### config.mk
export PLATFORM = sky130hd
export DESIGN_NAME = systolic_result_drain
export DESIGN_NICKNAME = d
export VERILOG_FILES = /design/src/rtl/systolic_pkg.sv /design/src/rtl/drain_requant.sv /design/src/rtl/systolic_result_drain.sv
export SDC_FILE = /design/constraint.sdc
export NUM_CORES = 1
export LEC_CHECK = 0
export BUFFER_PORTS_ARGS = -buffer_cell sky130_fd_sc_hd__buf_2
export CAP_MARGIN = 20
export CORE_ASPECT_RATIO = 1.75
export CORE_MARGIN = 1
export CORE_UTILIZATION = 50
export DETAILED_ROUTE_END_ITERATION = 10
export HOLD_SLACK_MARGIN = 0.03
export PLACE_DENSITY_LB_ADDON = 0.1
export SYNTH_ARGS = -nofsm -noshare
export SYNTH_HDL_FRONTEND = slang
export SYNTH_SLANG_ARGS = --single-unit
### constraint.sdc
create_clock -name clk -period 29.4 [get_ports clk]
set_input_delay 2.94 -clock clk [delete_from_list [all_inputs] [get_ports clk]]
set_output_delay 2.94 -clock clk [all_outputs]
set_load 0.01 [all_outputs]
### src/rtl/systolic_pkg.sv
// Shared definitions for the systolic array result path.
//   N_PE    : accumulators captured per tile (4x4 array)
//   ACC_W   : accumulator width coming out of the array
//   OUT_W   : streamed word width after requantisation
//   IDX_W   : width of the row-major accumulator index
//   SHIFT_W : width of the requantisation right-shift amount
//   drain_state_t : drain FSM states, also used by the array controller
package systolic_pkg;

  localparam int N_PE    = 16;
  localparam int ACC_W   = 32;
  localparam int OUT_W   = 16;
  localparam int IDX_W   = 4;
  localparam int SHIFT_W = 5;

  typedef enum logic {
    IDLE   = 1'b0,
    STREAM = 1'b1
  } drain_state_t;

endpackage

### src/rtl/drain_requant.sv
// Combinational requantiser: unsigned right shift followed by saturation
// to OUT_W bits. Intended for reuse by later pooling/activation stages.
//   acc_i   in  ACC_W    unsigned accumulator value
//   shift_i in  SHIFT_W  right-shift amount
//   data_o  out OUT_W    shifted value, or all ones when it does not fit
//   sat_o   out 1        high when the shifted value was clipped
module drain_requant
  import systolic_pkg::*;
(
  input  logic [ACC_W-1:0]   acc_i,
  input  logic [SHIFT_W-1:0] shift_i,
  output logic [OUT_W-1:0]   data_o,
  output logic               sat_o
);

  logic [ACC_W-1:0] shifted;

  // A logical shift by ACC_W or more yields zero, so over-range shift
  // amounts need no separate handling.
  always_comb begin
    shifted = acc_i >> shift_i;
    sat_o   = |shifted[ACC_W-1:OUT_W];
    data_o  = sat_o ? {OUT_W{1'b1}} : shifted[OUT_W-1:0];
  end

endmodule

### src/rtl/systolic_result_drain.sv
// Result drain for the 4x4 PE accumulator array.
// Snapshots all accumulators on a capture handshake, pulses acc_clr for one
// cycle so the array can start the next tile, then streams the snapshot out
// row-major (index 0..15), one requantised word per accepted beat.
//
// Handshakes (both channels): a transfer happens on a rising clk edge where
// valid and ready are both high. The producer holds valid and its payload
// stable until that edge; ready may change freely.
//   capture channel : cap_valid (controller) / cap_ready (this block)
//   output channel  : out_valid (this block) / out_ready (sink)
//
// Ports:
//   clk, rst          clock, synchronous active-high reset
//   acc_in[0:15]      accumulator values from the array
//   cap_valid/ready   capture handshake; cap_ready high only in IDLE
//   shift             right-shift amount, sampled at capture
//   acc_clr           one-cycle pulse in the cycle after a capture
//   out_valid/ready   output handshake
//   out_data          requantised word
//   out_idx           accumulator index of current word
//   out_last          high with index 15
//   out_sat           current word was clipped
//   busy              high while streaming
//   dbg_state         current FSM state (drain_state_t encoding)
module systolic_result_drain
  import systolic_pkg::*;
(
  input  logic               clk,
  input  logic               rst,
  input  logic [ACC_W-1:0]   acc_in [0:N_PE-1],
  input  logic               cap_valid,
  output logic               cap_ready,
  input  logic [SHIFT_W-1:0] shift,
  output logic               acc_clr,
  output logic               out_valid,
  input  logic               out_ready,
  output logic [OUT_W-1:0]   out_data,
  output logic [IDX_W-1:0]   out_idx,
  output logic               out_last,
  output logic               out_sat,
  output logic               busy,
  output logic               dbg_state
);

  localparam logic [IDX_W-1:0] LAST_IDX = IDX_W'(N_PE - 1);

  drain_state_t       state_q;
  logic [IDX_W-1:0]   idx_q;
  logic [IDX_W-1:0]   idx_d;
  logic [SHIFT_W-1:0] shift_q;
  logic               acc_clr_q;
  logic [ACC_W-1:0]   buf_q [0:N_PE-1];

  logic cap_hs;
  logic out_hs;

  assign cap_hs = cap_valid && cap_ready;
  assign out_hs = out_valid && out_ready;
  assign idx_d  = idx_q + IDX_W'(1);

  always_ff @(posedge clk) begin
    if (rst) begin
      state_q   <= IDLE;
      idx_q     <= '0;
      shift_q   <= '0;
      acc_clr_q <= 1'b0;
      for (int i = 0; i < N_PE; i++) begin
        buf_q[i] <= '0;
      end
    end else begin
      // acc_clr is a single-cycle pulse: cleared every cycle unless a
      // capture happens on this edge.
      acc_clr_q <= 1'b0;
      case (state_q)
        IDLE: begin
          if (cap_hs) begin
            state_q   <= STREAM;
            idx_q     <= '0;
            shift_q   <= shift;
            acc_clr_q <= 1'b1;
            for (int i = 0; i < N_PE; i++) begin
              buf_q[i] <= acc_in[i];
            end
          end
        end
        STREAM: begin
          if (out_hs) begin
            if (idx_q == LAST_IDX) begin
              state_q <= IDLE;
              idx_q   <= '0;
            end else begin
              idx_q <= idx_d;
            end
          end
        end
        default: begin
          state_q <= IDLE;
          idx_q   <= '0;
        end
      endcase
    end
  end

  // Payload comes straight from registered state, so it holds while the
  // sink stalls without any extra output registers.
  drain_requant u_requant (
    .acc_i   (buf_q[idx_q]),
    .shift_i (shift_q),
    .data_o  (out_data),
    .sat_o   (out_sat)
  );

  assign out_valid = (state_q == STREAM);
  assign busy      = (state_q == STREAM);
  assign cap_ready = (state_q == IDLE);
  assign acc_clr   = acc_clr_q;
  assign out_idx   = idx_q;
  assign out_last  = (state_q == STREAM) && (idx_q == LAST_IDX);
  assign dbg_state = state_q;

endmodule

==> results.cfg <==
[timing]
worst_pin_slew_ns = 1.10
fmax_ghz = 0.110
setup_viol = 0
slew_headroom_pct = 26.2
fin_crit_sh_pct = 30.8
finalMaxSlewViolations = 0
post-route-min-period_ns = 9.06
hold_viol = 0
setup_tns_ns = 0
rsz0062_at_grt = no
fin_worst_skew_ns = 0.0193

[placed_design]
finalWeightedCongestion = 0.913
hpwl_mm = 59.4
io_buffer_count = 547
dp.cells = 3026

[setup_path]
worstPathRequired_ns = 26.46
r2r-start = busy
start_kind = flip-flop
rr_worst_depth = 5
crit_end = out_data[11]
crit_type = flip-flop to primary output
end_kind = primary output
worstPathArrival_ns = 6.12
cp_max_fo = 36
timing.rr.end = buf_q[1][11]
ff2ff_setup_slack_ns = 25.58

[die]
num_rows = 110
die_area_mm2 = 0.0527
io_pins = 548
die_y_um = 303
start_util_pct = 50.4
core-area_mm2 = 0.0513
fp.dieW_um = 174

[yosys]
ys_ff_latch = 527
yosys.area.top_type = edfxtp_1
synthDistinctLibCells = 70
synth_compound_area_share_pct = 6.67
synth_top_family_by_area = simple AND/OR/NAND/NOR gates
synth-simple-area-share_pct = 17.1
synthAdderAreaFrac_pct = 0.0483
yosysWarnings = 0
synth-edff-count = 512
ys_dominant_reg_cell = edfxtp_1
ys_async_sr_fraction_pct = 0
synthTopCellsByArea = edfxtp_1 (59%), and2_1 (8.0%), mux4_2 (7.5%)
synth_top_cell_area_share_pct = 59.4
syn_inst = 1914
ys_seq_area_share_pct = 60.5
synthMuxAreaShare_pct = 13.1
synth_xor_area_share_pct = 0.0338
synth_area_mm2 = 0.0259
synth_nets = 2436
synth.avg_cell_area_um2 = 13.5

[layout]
final_nets = 2926
finalNonFillerCells = 3121
fin_util_pct = 59.9
drive_gt1_share_pct = 31.9
syn_to_final_growth_pct = 18.8

[detailed_routing]
drtIter0Drc = 1304
first_pass_iters = 5
wire_per_inst_um = 25.7
num_vias = 17900
wl_mm = 80.1
viasPerCell = 5.72
route.detailed.drc = 0
ant_nets = 0

[clock_tree]
postCtsHoldBufs = 0
cts_buffers = 48
htree_levels = 2
clk_pin_slew_ns = 0.07
postCtsSetupBuffers = 0
clkLatencyLatePin_ns = 0.57
numClockSinks = 527
cts_tree = yes
cts_buffer_depth = 3
cts_resized = 0
clock-root-buffer = clkbuf_16

[global_routing]
antenna_found_initial = 13
grtUsageTotal_pct = 29.8
grt_max_degree = 146
grt_first_pass_wirelength_mm = 114
globalRouteOverflowTotal = 0
grt_pass1_vias = 18300

[power_and_ir_drop]
vdd_drop_max_uv = 48.5
power_mw = 1.77
leakage_nw = 12.0
power-per-cell-area_mw_per_mm2 = 57.5

[status]
status = finished clean

[hold_path]
hp-class = flip-flop to flip-flop

[flow_run]
max-cap-violations = 0
[how the worst min path moves through the flow]
stage	from	end	slack [ns]	cells past startpoint
final	out_idx[0]	flip-flop	0.60	2
after global routing	out_idx[0]	flip-flop	0.67	2
after CTS	out_idx[0]	flip-flop	0.60	2
after detailed placement	out_idx[0]	flip-flop	0.59	2
after global placement	out_idx[0]	flip-flop	0.60	2
after floorplan	out_idx[0]	flip-flop	0.59	2
[cells in the final DEF, fill, tap and decap left out, drive strengths merged, types with 6 or more instances in the layout]
| cell | count |
|---|---|
| a211oi | 10 |
| nand2 | 80 |
| clkinvlp | 6 |
| clkbuf | 54 |
| a22oi | 54 |
| inv | 13 |
| a221oi | 9 |
| a21o | 6 |
| dfxtp | 15 |
| bufinv | 8 |
| o22ai | 15 |
| nor2b | 203 |
| mux2i | 119 |
| mux4 | 86 |
| nand4 | 8 |
| buf | 577 |
| a221o | 6 |
| nor2 | 79 |
| a21oi | 26 |
| nand3 | 28 |
| clkinv | 15 |
| o21ai | 28 |
| a22o | 13 |
| o211ai | 6 |
| a211o | 6 |
| a31oi | 9 |
| mux2 | 23 |
| edfxtp | 512 |
| nor3 | 14 |
| and2 | 332 |
| o221ai | 9 |
| diode | 12 |
[through the flow]
| step | setup slack, ns | hold slack (ns) | instance area [um^2] |
|---|---|---|---|
| floorplan | 15.07 | 0.591 | 25900 |
| global placement | 21.09 | 0.596 | 29100 |
| detailed placement | 20.99 | 0.590 | 29100 |
| CTS | 20.35 | 0.605 | 30700 |
| global route | 20.13 | 0.669 | 30800 |
| finish | 20.34 | 0.604 | 30800 |
[worst max-delay path, stage by stage (launching register included)]
cell,delay (ns)
dfxtp_4,0.65
buf_4,0.58
buf_4,0.54
nor2b_1,0.48
a22o_1,0.23
nor2_1,0.10
or2_2,0.30
a2111o_1,0.43
a32oi_1,0.37
or4b_4,0.53
nor4_4,0.60
buf_4,0.35
o211ai_1,0.16
buf_2,0.18
[report_power, final]
group	switching (mW)	internal [mW]	leakage (nW)
registers	0.0178	0.887	5.62
logic	0.124	0.0877	5.61
clock network	0.277	0.374	0.769
[kinds of logic (layout without fill, tap and decap cells)]
| family | count (synthesis) | in the layout |
|---|---|---|
| fa+ha+maj | 1 | 1 |
| flops | 527 | 527 |
| simple gates | 772 | 772 |
| buf+inv | 150 | 673 |
| compound gates | 235 | 235 |
| xor+xnor | 1 | 1 |
| other cells | 0 | 12 |
| mux | 228 | 228 |
[state kept, by name, indices dropped and copies added, names as in the netlist, named ones only]
| register | count |
|---|---|
| acc_clr | 1 |
| out_idx | 4 |
| busy | 1 |
| shift_q | 5 |
| buf_q | 512 |
[Yosys cell counts (5+ instances only)]
| cell type | count |
|---|---|
| a221o_1 | 6 |
| dfxtp_1 | 15 |
| a221oi_1 | 9 |
| nor3_1 | 14 |
| nor2b_1 | 203 |
| o211ai_1 | 6 |
| nor2_1 | 79 |
| edfxtp_1 | 512 |
| nand3_1 | 28 |
| mux4_2 | 86 |
| o221ai_1 | 9 |
| a31oi_1 | 9 |
| o21ai_0 | 28 |
| mux2_2 | 23 |
| buf_6 | 5 |
| inv_1 | 12 |
| mux2i_1 | 119 |
| o22ai_1 | 15 |
| a211oi_1 | 10 |
| a211o_1 | 6 |
| and2_1 | 332 |
| a21o_1 | 6 |
| clkbuf_1 | 89 |
| buf_1 | 8 |
| buf_2 | 30 |
| a21oi_1 | 26 |
| a22oi_1 | 52 |
| a22o_1 | 13 |
| nand2_1 | 80 |
| buf_4 | 5 |
| nand4_1 | 8 |
[per-layer routing]
layer | share of wire (%) | wire (um) | GRT usage (%)
met5 | 0.012 | 10 | 0
met3 | 5.2 | 4180 | 3.82
met4 | 4.7 | 3780 | 14.8
met2 | 55 | 43700 | 55.6
met1 | 35 | 28400 | 33.3
[area by class of cell]
cell class | count | area, um^2
fillers | 4120 | 20600
well taps | 672 | 841
repair buffers | 577 | 2970
clock buffers | 54 | 1240
multi-input cells | 1237 | 9580
clock inverters | 29 | 357
inverters | 13 | 56.3
flip-flops and latches | 527 | 15700
diodes | 12 | 30.0
Power figures use the tool's default switching activity.
